$ cat src/rtl/param_update_sched.sv
// param_update_sched: sequential SGD parameter update, x_new = x - (dx >>> lr).
// Walks the flat parameter memory (W1, b1, W2, b2, W3, b3). Each element is
// read, updated through one shared shifter/subtractor, and written back in
// place, taking three cycles per element.
module param_update_sched #(
    parameter int DATA_W = 16,
    parameter int L1     = 4,
    parameter int L2     = 8,
    parameter int L3     = 8,
    parameter int L4     = 2,
    parameter int ADDR_W = 10   // 2**ADDR_W must cover every parameter element
) (
    input  logic              clk,
    input  logic              rst,
    input  logic              start,
    input  logic [4:0]        learning_rate,
    output logic              busy,
    output logic              done,
    output logic [2:0]        tensor_id,
    output logic              rd_en,
    output logic [ADDR_W-1:0] rd_addr,
    input  logic [DATA_W-1:0] p_rd_data,
    input  logic [DATA_W-1:0] g_rd_data,
    output logic              wr_en,
    output logic [ADDR_W-1:0] wr_addr,
    output logic [DATA_W-1:0] wr_data
);

    // Cumulative end offsets of each tensor in the flat memory.
    localparam int END_W1 = L2 * L1;
    localparam int END_B1 = END_W1 + L2;
    localparam int END_W2 = END_B1 + L3 * L2;
    localparam int END_B2 = END_W2 + L3;
    localparam int END_W3 = END_B2 + L4 * L3;
    localparam int TOTAL  = END_W3 + L4;
    localparam logic [ADDR_W-1:0] LAST_IDX = ADDR_W'(TOTAL - 1);

    typedef enum logic [2:0] {
        S_IDLE,
        S_RD,
        S_CALC,
        S_WR,
        S_DONE
    } state_t;

    state_t            state_q, state_d;
    logic [ADDR_W-1:0] idx_q, idx_d;
    logic [4:0]        shift_q, shift_d;
    logic              busy_q, busy_d;
    logic              done_q, done_d;
    logic [2:0]        tensor_q, tensor_d;
    logic              rd_en_q, rd_en_d;
    logic [ADDR_W-1:0] rd_addr_q, rd_addr_d;
    logic              wr_en_q, wr_en_d;
    logic [ADDR_W-1:0] wr_addr_q, wr_addr_d;
    logic [DATA_W-1:0] wr_data_q, wr_data_d;

    // Map a flat element index to the tensor it belongs to.
    function automatic logic [2:0] tensor_of(input logic [ADDR_W-1:0] a);
        int ai;
        ai = int'(a);
        if      (ai < END_W1) return 3'd0;
        else if (ai < END_B1) return 3'd1;
        else if (ai < END_W2) return 3'd2;
        else if (ai < END_B2) return 3'd3;
        else if (ai < END_W3) return 3'd4;
        else                  return 3'd5;
    endfunction

    // One SGD step: arithmetic shift with sign fill, saturating to 0/-1 once
    // the shift reaches the word width, then a wrapping subtraction.
    function automatic logic [DATA_W-1:0] sgd_step(input logic [DATA_W-1:0] p,
                                                   input logic [DATA_W-1:0] g,
                                                   input logic [4:0]        sh);
        logic [DATA_W-1:0] step;
        if (int'(sh) >= DATA_W) step = {DATA_W{g[DATA_W-1]}};
        else                    step = $signed(g) >>> sh;
        return p - step;
    endfunction

    // Next-state and registered-output decode for the walk FSM.
    always_comb begin
        // NOTE: every signal gets a default first so no path leaves it unassigned (no latches).
        state_d   = state_q;
        idx_d     = idx_q;
        shift_d   = shift_q;
        busy_d    = busy_q;
        done_d    = 1'b0;
        tensor_d  = tensor_q;
        rd_en_d   = 1'b0;
        rd_addr_d = rd_addr_q;
        wr_en_d   = 1'b0;
        wr_addr_d = wr_addr_q;
        wr_data_d = wr_data_q;
        case (state_q)
            S_IDLE: begin
                if (start) begin
                    shift_d   = learning_rate;
                    idx_d     = '0;
                    busy_d    = 1'b1;
                    rd_en_d   = 1'b1;
                    rd_addr_d = '0;
                    tensor_d  = 3'd0;
                    state_d   = S_RD;
                end
            end
            S_RD: begin
                // Memory data arrives during CALC.
                state_d = S_CALC;
            end
            S_CALC: begin
                wr_data_d = sgd_step(p_rd_data, g_rd_data, shift_q);
                wr_en_d   = 1'b1;
                wr_addr_d = idx_q;
                state_d   = S_WR;
            end
            S_WR: begin
                if (idx_q == LAST_IDX) begin
                    busy_d  = 1'b0;
                    done_d  = 1'b1;
                    state_d = S_DONE;
                end else begin
                    idx_d     = idx_q + ADDR_W'(1);
                    rd_en_d   = 1'b1;
                    rd_addr_d = idx_q + ADDR_W'(1);
                    tensor_d  = tensor_of(idx_q + ADDR_W'(1));
                    state_d   = S_RD;
                end
            end
            S_DONE: begin
                // A start arriving here is deliberately dropped.
                state_d = S_IDLE;
            end
            default: state_d = S_IDLE;
        endcase
    end

    // State and output registers; reset returns everything to idle immediately.
    always_ff @(posedge clk or posedge rst) begin
        // NOTE: sequential state uses non-blocking assignments so all registers update together.
        if (rst) begin
            state_q   <= S_IDLE;
            idx_q     <= '0;
            shift_q   <= '0;
            busy_q    <= 1'b0;
            done_q    <= 1'b0;
            tensor_q  <= 3'd0;
            rd_en_q   <= 1'b0;
            rd_addr_q <= '0;
            wr_en_q   <= 1'b0;
            wr_addr_q <= '0;
            wr_data_q <= '0;
        end else begin
            state_q   <= state_d;
            idx_q     <= idx_d;
            shift_q   <= shift_d;
            busy_q    <= busy_d;
            done_q    <= done_d;
            tensor_q  <= tensor_d;
            rd_en_q   <= rd_en_d;
            rd_addr_q <= rd_addr_d;
            wr_en_q   <= wr_en_d;
            wr_addr_q <= wr_addr_d;
            wr_data_q <= wr_data_d;
        end
    end

    assign busy      = busy_q;
    assign done      = done_q;
    assign tensor_id = tensor_q;
    assign rd_en     = rd_en_q;
    assign rd_addr   = rd_addr_q;
    assign wr_en     = wr_en_q;
    assign wr_addr   = wr_addr_q;
    assign wr_data   = wr_data_q;

endmodule
$ cat config.mk
export PLATFORM = sky130hd
export DESIGN_NAME = param_update_sched
export DESIGN_NICKNAME = d
export VERILOG_FILES = /design/src/rtl/param_update_sched.sv
export SDC_FILE = /design/constraint.sdc
export NUM_CORES = 1
export LEC_CHECK = 0
export BUFFER_PORTS_ARGS = -buffer_cell sky130_fd_sc_hd__buf_2
export CORE_ASPECT_RATIO = 1.1
export CORE_MARGIN = 3
export CORE_UTILIZATION = 48
export CTS_CLUSTER_SIZE = 14
export DETAILED_ROUTE_END_ITERATION = 8
export GPL_TIMING_DRIVEN = 0
export PLACE_DENSITY = 0.85
export SLEW_MARGIN = 20
export SYNTH_ARGS = -nofsm -noshare
export SYNTH_HDL_FRONTEND = slang
export SYNTH_SLANG_ARGS = --single-unit
$ cat constraint.sdc
create_clock -name clk -period 3.2 [get_ports clk]
set_input_delay 0.16 -clock clk [delete_from_list [all_inputs] [get_ports clk]]
set_output_delay 0.16 -clock clk [all_outputs]
set_load 0.02 [all_outputs]
Word-level counts from Yosys, hierarchy flattened

Index checks and enable logic that the tools add are counted.

Equality and inequality tests: 7
Shift-type cells: 1
Add/sub/neg operators: 2
Reductions and logical operators: 5
Magnitude comparators: 6
Muxes and demuxes: 25

Operators with widths:

| cell                    | count |
|---|---|
| $mux W16                | 2 |
| $mux W3                 | 8 |
| $lt A10 B6 Y1 const B   | 2 |
| $lt A10 B7 Y1 const B   | 2 |
| $mux W10                | 2 |
| $pmux W10 S2            | 1 |
| $sshr A16 B5 Y16        | 1 |
| $sub A16 B16 Y16        | 1 |
| $pmux W3 S4             | 1 |
| $add A10 B1 Y10 const B | 1 |
| $eq A10 B8 Y1 const B   | 1 |
| $lt A10 B8 Y1 const B   | 1 |
| $mux W1                 | 8 |
| $eq A3 B2 Y1 const B    | 2 |
| $ne A2 B2 Y1 const B    | 3 |
| $pmux W3 S2             | 1 |
| $reduce_and A3 Y1       | 2 |
| $ge A5 B5 Y1 const B    | 1 |
| $pmux W1 S2             | 2 |
| $eq A3 B1 Y1 const B    | 1 |
| $logic_not A3 Y1        | 1 |
| $reduce_and A2 Y1       | 1 |
| $reduce_bool A2 Y1      | 1 |

Register bits: 51
Logic and storage cells: 56
Output and inout bits: 43
Input bits: 40

Longest topological paths before layout

Gate-level depths: netlist (run 1).

Word-level depth: 9
Gate-level depth with buffers: 16
Depth with buffers taken out: 15

Least setup slack after synthesis (run 1)

Ideal clock, no wire load.

Path kind: flip-flop to flip-flop
Start: reg shift_q[0]
End: reg wr_data_q[14] (netlist: wr_data[14])
Cell stages (with the launch flop): 17
Library setup time: 126 ps
Period minus slack after synthesis: 3,413 ps
Required time: 3,074 ps
Slack: -213 ps
Buffers on the path: 2
Arrival time: 3,287 ps
Cell sequence: dfrtp_1 -> buf_2 -> buf_1 -> mux2i_1 -> a21oi_1 -> nand2_1 -> nand2_1 -> o221a_2 -> ha_1 -> inv_1 -> fa_1 -> a21o_1 -> a221oi_1 -> nor4b_1 -> a21oi_1 -> or4_1 -> nand3_1

Word-level cells in the longest chain between the ends: 4
Elaborated cells between the ends (all ways): 5
Those cells by class: add/sub: 1; order compare: 1; shift: 1; mux: 2

Ends and longest elaborated chain:

| element                                          | line   | source |
|---|---|---|
| start: declaration                               | 48     | `logic [4:0] shift_q, shift_d;` |
| start signal: assignment                         | 156    | `shift_q <= shift_d;` |
| $sshr A16 B5 Y16 or $ge A5 B5 Y1 (tied branches) | 77, 76 |  |
| $mux W16 *                                       | 76     | `if (int'(sh) >= DATA_W) step = {DATA_W{g[DATA_W-1]}};` |
| $mux W16 *                                       | 95     | `case (state_q)` |
| $sub A16 B16 Y16 *                               | 78     | `return p - step;` |
| end signal: assignment                           | 164    | `wr_data_q <= wr_data_d;` |
| end: declaration                                 | 56     | `logic [DATA_W-1:0] wr_data_q, wr_data_d;` |

Mark *: on every way between the ends. The rest lies on a longest branch, timed or not. The select of a mux whose other input is x is not followed.
A chain may end at the register's enable or synchronous reset.

Worst setup path after layout (run 1)

Start: reg shift_q[0]
End: reg wr_data_q[12] (netlist: wr_data[12])

The elaborated chain is that of the path after synthesis.

==> results of run 1 <==
metrics by stage:
| step | hold slack, ns | instance area, µm² | setup slack [ns] |
|---|---|---|---|
| 6_report | 0.0409 | 4790 | -0.0169 |
| 3_3_place_gp | 0.355 | 4310 | -0.483 |
| 3_5_place_dp | 0.168 | 4330 | -0.599 |
| 4_1_cts | 0.0349 | 4620 | -0.0470 |
| 5_1_grt | 0.0412 | 4790 | -0.129 |
| 2_1_floorplan | 0.265 | 3770 | 0.0162 |
power by group through the flow:
stage | Combinational, W | Sequential, W | Clock [W]
after detailed placement | 0.00291 | 0.000998 | 0
after global placement | 0.00283 | 0.000988 | 0
after CTS | 0.00322 | 0.00100 | 0.000402
after floorplan | 0.00201 | 0.00116 | 0
after global routing | 0.00395 | 0.00103 | 0.000428
final | 0.00365 | 0.00100 | 0.000390
worst min-delay path: cells and delay by family:
| kind | cells | cell delay (ns) |
|---|---|---|
| simple gates | 2 | 0.09 |
| buf+inv | 1 | 0.07 |
Yosys cell counts (4+ instances only):
library cell	instances
nand2_1	84
dfrtp_1	51
o21ai_0	43
a21oi_1	31
nor2_1	31
clkbuf_1	18
ha_1	18
nand3_1	17
mux2i_1	16
inv_1	12
xnor2_1	10
mux2_2	9
o21ai_1	9
and3_1	8
nand2b_1	7
nor2b_1	7
nor3_1	7
xor2_1	5
a221oi_1	4
buf_2	4
nand4_1	4
o211ai_1	4
flip-flops by register name, indices dropped and copies added, names as in the netlist:
signal and count:
wr_data 16, rd_addr 10, wr_addr 10, shift_q 5, state_q 3, tensor_id 3, busy 1, done 1
rd_en 1, wr_en 1
layer usage:
metal | vias to the layer above | global-route usage | routed length (µm)
li1 | 1860 | - | -
met1 | 1876 | 0.287 | 4420
met2 | 154 | 0.448 | 5750
met3 | 16 | 0.0366 | 649
met4 | 0 | 0.0612 | 156
met5 | - | 0 | 0
cells by family after synthesis:
| logic type | count (synthesis) | share of synthesized area |
|---|---|---|
| compound gates | 126 | 0.203 |
| xor+xnor | 15 | 0.0349 |
| fa+ha+maj | 19 | 0.0652 |
| buf+inv | 41 | 0.0472 |
| flops | 51 | 0.339 |
| mux | 25 | 0.0695 |
| simple gates | 188 | 0.241 |
cell type report:
type,count,area [µm²],share of cell area
multi-input cells,373,2540,0.530
flip-flops and latches,51,1280,0.267
repair buffers,97,538,0.112
plain buffers,27,159,0.0332
well taps,105,131,0.0274
clock buffers,5,68.8,0.0144
inverters,13,50.0,0.0105
clock inverters,3,23.8,0.00497
worst max-delay path by stage:
stage / start / endpoint / slack, ns / depth (start not counted)
after floorplan: shift_q[0]$_DFFE_PP0P_ / wr_data[13]$_DFFE_PP0P_ / 0.02 / 13
after CTS: shift_q[0]$_DFFE_PP0P_ / wr_data[14]$_DFFE_PP0P_ / -0.05 / 16
final: shift_q[0]$_DFFE_PP0P_ / wr_data[12]$_DFFE_PP0P_ / -0.02 / 16
after detailed placement: shift_q[1]$_DFFE_PP0P_ / wr_data[12]$_DFFE_PP0P_ / -0.60 / 16
after global placement: shift_q[1]$_DFFE_PP0P_ / wr_data[13]$_DFFE_PP0P_ / -0.48 / 13
after global routing: shift_q[0]$_DFFE_PP0P_ / wr_data[12]$_DFFE_PP0P_ / -0.13 / 16
timing repair:
| item | in CTS | in global routing |
|---|---|---|
| hold buffers | 1 | 0 |
| endpoints found under the hold margin | 16 | 0 |
| cloned | 1 | 0 |
| setup endpoints to repair | 11 | 9 |
| setup buffers | 5 | 8 |
| pin swaps | 7 | 14 |
| gates resized for setup | 40 | 24 |
==> qor.yml, run 1 <==
clock_sinks: 51
ys_ff_latch: 51
mostFrequentLayoutCells: "85 x buf_2, 83 x nand2_1, 50 x dfrtp_1, 34 x o21ai_0, 31 x nor2_1"
synthToLayoutAreaGrowth_pct: 27.2
synthDistinctLibCells: 59
synth_top_area_frac: 0.339
cp_slowest_stage_delay_ns: 0.40
layout_min_cycle_time_ns: 3.22
portBuffers: 82
cp.arrival_ns: 3.43
worstSetupPathType: "reg -> reg"
synth_edf_count: 0
max_freq_ghz: 0.311
r2r-start: "shift_q[0]$_DFFE_PP0P_"
fp-row-count: 33
routed_wirelength_um: 11000
initial_core_util: 0.498
syn_area_per_cell_um2: 8.09
sequentialPowerShare: 0.199
yosys_warnings: 0
nets: 627
p_sw_w: 0.00254
cap_violations: 0
p_per_area_mw_per_mm2: 1050
clock-root-buffer: "clkbuf_8"
reg2reg_depth: 16
tns_ns: -0.0169
cts_tree: "built"
chipWidth_um: 90.4
die_area_mm2: 0.00894
path_clk_slew_ns: 0.10
numPlacedInstances: 653
failed_checks: "negative setup slack"
ios: 83
grt_overflow_total: 0
syn-num-nets: 524
power_frac_clock: 0.077
worst-r2r-setup-slack_ns: -0.02
relSlewSlack: 0.315
synth-main-ff-cell: "dfrtp_1"
rsz0062_at_grt: "yes"
netlist_top_cells_area: "dfrtp_1 34%, nand2_1 8.4%, ha_1 6.0%"
ir_worst_vdd_mv: 0.448
hold_class: "in -> reg"
finalSetupViolCount: 1
p_leak_nw: 2.24
drive_above_1_share: 0.295
mostFrequentLayoutCell: "buf_2"
grt_pass1_wl_um: 17900
fin_crit_sh: 1.01
fin_worst_skew_ns: 0.00912
slowest_stage: "dfrtp_1"
ys_seq_area_frac: 0.339
syn_inst: 465
r2r_end: "wr_data[12]$_DFFE_PP0P_"
gp_congestion: 0.937
core-area_mm2: 0.00756
synthesis.area_mm2: 0.00376
grt_start_max_net_pins: 36
grt_pass1_vias: 3814
cts_buffers: 5
viasPerCell: 5.80
hp-start: "learning_rate[0]"
fillCellCount: 677
setup_ws_ns: -0.0169
crit_path_max_fanout: 5
wire_per_inst_um: 16.3
hold_depth: 3
worst_pin_slew_ns: 1.03
firstDrtPassIters: 5
path_delay_family: "compound AO/OA/AOI/OAI gates"
hold_violations: 0
status: "complete, but fails checks"
h-tree-depth: 2
drc: 0
end_kind: "register"
drv_slew: 0
diodes: 0
whs_endpoint: "shift_q[0]$_DFFE_PP0P_"
power.total_w: 0.00504
drt_iter0_drc: 238
cp_cell_sequence: "buf_6 -> mux2_2 -> nor2_1 -> a21oi_1 -> nand2_1 -> nand2_2 -> o221a_4 -> ha_4 -> inv_2 -> fa_2 -> a21o_1 -> a221oi_4 -> nor4b_4 -> a21oi_4 -> nand4_1 -> o311ai_2"
fin_cells: 674
async_flop_share: 1.00
synth_top_cell_by_area: "dfrtp_1"
worst-path-buf-inv: 2
p_comb_frac: 0.724
dp_hpwl_um: 7960
clk_latency_ns: 0.31
cp-start-kind: "register"
antenna_found_initial: 0
vias: 3906
cp.required_ns: 3.41
die_h_um: 98.9
detail-route-antenna-nets: 0
utilization: 0.634
switching_share: 0.503
p_int_w: 0.00250
cts_buffer_depth: 2
grt_use_total: 0.239
(Power assumes the default switching activity.)
==> inputs of run 2 (changes only) <==
--- a/config.mk
+++ b/config.mk
@@ -5,14 +5,14 @@
 export SDC_FILE = /design/constraint.sdc
 export NUM_CORES = 1
 export LEC_CHECK = 0
-export BUFFER_PORTS_ARGS = -buffer_cell sky130_fd_sc_hd__buf_2
 export CORE_ASPECT_RATIO = 1.1
 export CORE_MARGIN = 3
 export CORE_UTILIZATION = 48
 export CTS_CLUSTER_SIZE = 14
 export DETAILED_ROUTE_END_ITERATION = 8
+export DONT_BUFFER_PORTS = 1
 export GPL_TIMING_DRIVEN = 0
-export PLACE_DENSITY = 0.85
+export PLACE_DENSITY = 0.75
 export SLEW_MARGIN = 20
 export SYNTH_ARGS = -nofsm -noshare
 export SYNTH_HDL_FRONTEND = slang
==> qor.yml, run 2 (synthesis results as in run 1) <==
h-tree-depth: 2
crit_top_cell: "mux2i_2"
hp-start: "start"
grt_start_max_net_pins: 35
drt-met1-wl_um: 4090
drc: 0
synthToLayoutAreaGrowth_pct: 14.4
finalSetupViolCount: 1
cp.arrival_ns: 3.45
fin_hold_ws_ns: 0.0627
failed_checks: "negative setup slack"
drv_slew: 0
status: "complete, but fails checks"
layout_min_cycle_time_ns: 3.20
hold_depth: 2
end_kind: "register"
chipWidth_um: 90.4
gp_congestion: 0.922
mostFrequentLayoutCells: "83 x nand2_1, 50 x dfrtp_1, 33 x o21ai_0, 31 x nor2_1, 26 x a21oi_1"
grt_overflow_total: 0
cts_buffers: 5
viasPerCell: 6.13
whs_endpoint: "state_q[0]$_DFFE_PP0P_"
fin_crit_sh: 1.00
fp-row-count: 33
ios: 83
r2r-start: "shift_q[0]$_DFFE_PP0P_"
antenna_found_initial: 0
relSlewSlack: 0.321
dp_hpwl_um: 7500
drive_above_1_share: 0.149
worstSetupPathType: "reg -> reg"
worst-r2r-setup-slack_ns: -0.0005
r2r_end: "wr_data[14]$_DFFE_PP0P_"
die_h_um: 98.9
slowest_stage: "or4_1"
wire_per_inst_um: 17.6
diodes: 0
die_area_mm2: 0.00894
hold_violations: 0
fin_cells: 588
crit_path_max_fanout: 10
nets: 541
reg2reg_depth: 14
cp_slowest_stage_delay_ns: 0.41
vias: 3603
rsz0062_at_grt: "yes"
routed-wl-met3_um: 700
largest_reg_flops: 16
grt_pass1_vias: 3423
cp.required_ns: 3.45
clock-root-buffer: "clkbuf_8"
routed_wirelength_um: 10300
routed.top_layer: "met4"
grt_pass1_wl_um: 16600
p_leak_nw: 1.85
worst_pin_slew_ns: 1.02
setup_ws_ns: -0.000532
portBuffers: 0
ir_worst_vdd_mv: 0.379
cp-start-kind: "register"
cap_violations: 0
worst-path-buf-inv: 2
clk_latency_ns: 0.31
path_clk_slew_ns: 0.11
numPlacedInstances: 571
core-area_mm2: 0.00756
met2_length_um: 5250
initial_core_util: 0.498
drt_iter0_drc: 205
firstDrtPassIters: 4
max_freq_ghz: 0.312
hold_class: "in -> reg"
grt_use_total: 0.225
clock_sinks: 51
detail-route-antenna-nets: 0
path_delay_family: "simple AND/OR/NAND/NOR gates"
mostFrequentLayoutCell: "nand2_1"
fin_worst_skew_ns: 0.00781
cts_buffer_depth: 2
cts_tree: "built"
cp_cell_sequence: "buf_6 -> buf_12 -> mux2i_2 -> mux2i_2 -> nor2_1 -> a211oi_1 -> nor3_1 -> ha_1 -> and3_1 -> a221oi_4 -> nor4b_2 -> a21oi_2 -> or4_1 -> nand3_1"
p_per_area_mw_per_mm2: 1080
run 2: repair_timing:
action	CTS	global route
hold buffers	6	0
endpoints found under the setup margin	10	10
buffers inserted	2	2
resized for setup	23	37
pin swaps	3	8
endpoints found under the hold margin	22	0
run 2: cell type report:
type | count | area [µm²]
timing repair buffer | 11 | 110
clock buffer | 5 | 68.8
sequential | 51 | 1280
tap | 105 | 131
clock inverter | 3 | 27.5
buffer | 27 | 156
multi-input combinational | 373 | 2480
inverter | 13 | 50.0
fill | 696 | 3250
run 2: worst max-delay path by stage:
| stage | startpoint | to | slack [ns] | cells past startpoint |
|---|---|---|---|---|
| 2_1_floorplan | shift_q[0]$_DFFE_PP0P_ | wr_data[13]$_DFFE_PP0P_ | 0.02 | 13 |
| 6_report | shift_q[0]$_DFFE_PP0P_ | wr_data[14]$_DFFE_PP0P_ | -0.0005 | 14 |
| 3_5_place_dp | shift_q[1]$_DFFE_PP0P_ | wr_data[14]$_DFFE_PP0P_ | -0.61 | 16 |
| 4_1_cts | shift_q[0]$_DFFE_PP0P_ | wr_data[12]$_DFFE_PP0P_ | -0.003 | 16 |
| 3_3_place_gp | shift_q[1]$_DFFE_PP0P_ | wr_data[12]$_DFFE_PP0P_ | -0.52 | 16 |
| 5_1_grt | shift_q[1]$_DFFE_PP0P_ | wr_data[14]$_DFFE_PP0P_ | -0.17 | 13 |
run 2: routing by layer:
| metal | GRT usage | up-vias |
|---|---|---|
| li1 | - | 1691 |
| met1 | 0.276 | 1721 |
| met3 | 0.0420 | 30 |
| met5 | 0 | - |
| met4 | 0.0931 | 0 |
| met2 | 0.391 | 161 |
run 2: power by group:
group	internal, W	switching, W
clock network	0.000161	0.000238
logic	0.00125	0.00179
registers	0.000846	0.000371
run 2: stage by stage:
step	TNS (ns)	total power, W	instance area, µm²	setup slack [ns]	utilization
3_5_place_dp	-4.05	0.00373	3920	-0.605	0.519
3_3_place_gp	-3.23	0.00365	3900	-0.520	0.517
4_1_cts	-0.00391	0.00431	4170	-0.00255	0.552
6_report	-0.000532	0.00466	4310	-0.000532	0.570
5_1_grt	-0.841	0.00504	4310	-0.172	0.570
2_1_floorplan	0	0.00316	3770	0.0162	-
==> inputs of run 3 (changes only) <==
--- a/config.mk
+++ b/config.mk
@@ -13,6 +13,7 @@
 export DONT_BUFFER_PORTS = 1
 export GPL_TIMING_DRIVEN = 0
 export PLACE_DENSITY = 0.75
+export SKIP_LAST_GASP = 1
 export SLEW_MARGIN = 20
 export SYNTH_ARGS = -nofsm -noshare
 export SYNTH_HDL_FRONTEND = slang
==> qor.yml, run 3 (synthesis results as in run 1) <==
p_leak_nw: 1.85
wire_per_inst_um: 17.6
viasPerCell: 6.10
diodes: 0
clk_latency_ns: 0.31
cts_buffers: 5
p_int_w: 0.00226
rsz0062_at_grt: "yes"
relSlewSlack: 0.321
layout_min_cycle_time_ns: 3.20
mostFrequentLayoutCells: "83 x nand2_1, 50 x dfrtp_1, 33 x o21ai_0, 31 x nor2_1, 26 x a21oi_1"
drive_above_1_share: 0.147
portBuffers: 0
die_area_mm2: 0.00894
hold_violations: 0
numPlacedInstances: 571
status: "complete, no violations"
tns_ns: 0
cp.arrival_ns: 3.45
drc: 0
grt_start_max_net_pins: 35
cap_violations: 0
die_h_um: 98.9
grt_pass1_wl_um: 16600
grt_pass1_vias: 3423
sequentialPowerShare: 0.261
drv_slew: 0
switching_share: 0.515
h-tree-depth: 2
vias: 3584
fin_crit_sh: 1.00
firstDrtPassIters: 5
fin_cells: 588
crit_path_max_fanout: 10
mostFrequentLayoutCell: "nand2_1"
p_sw_w: 0.00240
ios: 83
worstSetupPathType: "reg -> reg"
utilization: 0.570
cp-start-kind: "register"
fp-row-count: 33
synthToLayoutAreaGrowth_pct: 14.4
gp_congestion: 0.922
p_comb_frac: 0.653
drt_iter0_drc: 209
detail-route-antenna-nets: 0
initial_core_util: 0.498
routed_wirelength_um: 10400
end_kind: "register"
cts_buffer_depth: 2
cp.required_ns: 3.45
grt_overflow_total: 0
largest_reg_flops: 16
power.total_w: 0.00466
max_freq_ghz: 0.313
clock_sinks: 51
antenna_found_initial: 0
grt_use_total: 0.225
fin_hold_ws_ns: 0.0628
cts_tree: "built"
finalSetupViolCount: 0
power_frac_clock: 0.086
clock-root-buffer: "clkbuf_8"
path_clk_slew_ns: 0.11
nets: 541
worst_pin_slew_ns: 1.02
hold_class: "in -> reg"
p_per_area_mw_per_mm2: 1080
dp_hpwl_um: 7500
core-area_mm2: 0.00756
fin_worst_skew_ns: 0.00830
chipWidth_um: 90.4
ir_worst_vdd_mv: 0.379
[run 3: worst max-delay path, stage by stage (launching register included)]
cell	delay (ns)
dfrtp_1	0.38
buf_6	0.15
buf_12	0.15
mux2i_2	0.16
mux2i_2	0.21
nor2_1	0.06
a211oi_1	0.28
nor3_1	0.14
ha_1	0.38
and3_1	0.24
a221oi_4	0.10
nor4b_2	0.29
a21oi_2	0.10
or4_1	0.41
nand3_1	0.10
[run 3: what timing repair did]
action	CTS	global route
resized for setup	23	35
pin swaps	3	8
hold buffers	6	0
setup endpoints to repair	10	10
setup buffers	2	2
endpoints found under the hold margin	22	0
[run 3: layer usage]
metal	up-vias	wire, µm	GRT usage
li1	1695	-	-
met1	1702	4080	0.276
met2	159	5270	0.391
met3	28	720	0.0420
met4	0	297	0.0931
met5	-	0	0
[run 3: path summary, 6_finish.rpt]
kind / startpoint / cells past startpoint / to / slack, ns
max: shift_q[0]$_DFFE_PP0P_ / 14 / wr_data[14]$_DFFE_PP0P_ / 0.00003
min: start / 2 / state_q[0]$_DFFE_PP0P_ / 0.06
max reg2reg: shift_q[0]$_DFFE_PP0P_ / 14 / wr_data[14]$_DFFE_PP0P_ / 0.00003
min reg2reg: state_q[2]$_DFFE_PP0P_ / 1 / state_q[0]$_DFFE_PP0P_ / 0.51
max in group asynchronous: rst / 3 / wr_data[3]$_DFFE_PP0P_ / 2.39
min in group asynchronous: rst / 2 / wr_addr[9]$_DFFE_PP0P_ / 0.28
[run 3: final cells by class]
cell class | count | area (µm²)
clock buffer | 5 | 68.8
fill | 696 | 3250
tap | 105 | 131
inverter | 13 | 50.0
timing repair buffer | 11 | 110
sequential | 51 | 1280
multi-input combinational | 373 | 2480
buffer | 27 | 156
clock inverter | 3 | 27.5
[run 3: through the flow]
step / worst slack [ns] / area (µm²)
final: 0.0000284 / 4310
after detailed placement: -0.605 / 3920
after global routing: -0.172 / 4310
after global placement: -0.520 / 3900
after floorplan: 0.0162 / 3770
after CTS: -0.00255 / 4170
[run 3: power by group through the flow]
stage          Clock, W  Combinational [W]  Sequential, W
2_1_floorplan         0            0.00201        0.00116
3_3_place_gp          0            0.00244        0.00121
3_5_place_dp          0            0.00251        0.00121
4_1_cts        0.000410            0.00269        0.00122
5_1_grt        0.000435            0.00335        0.00125
6_report       0.000400            0.00304        0.00122
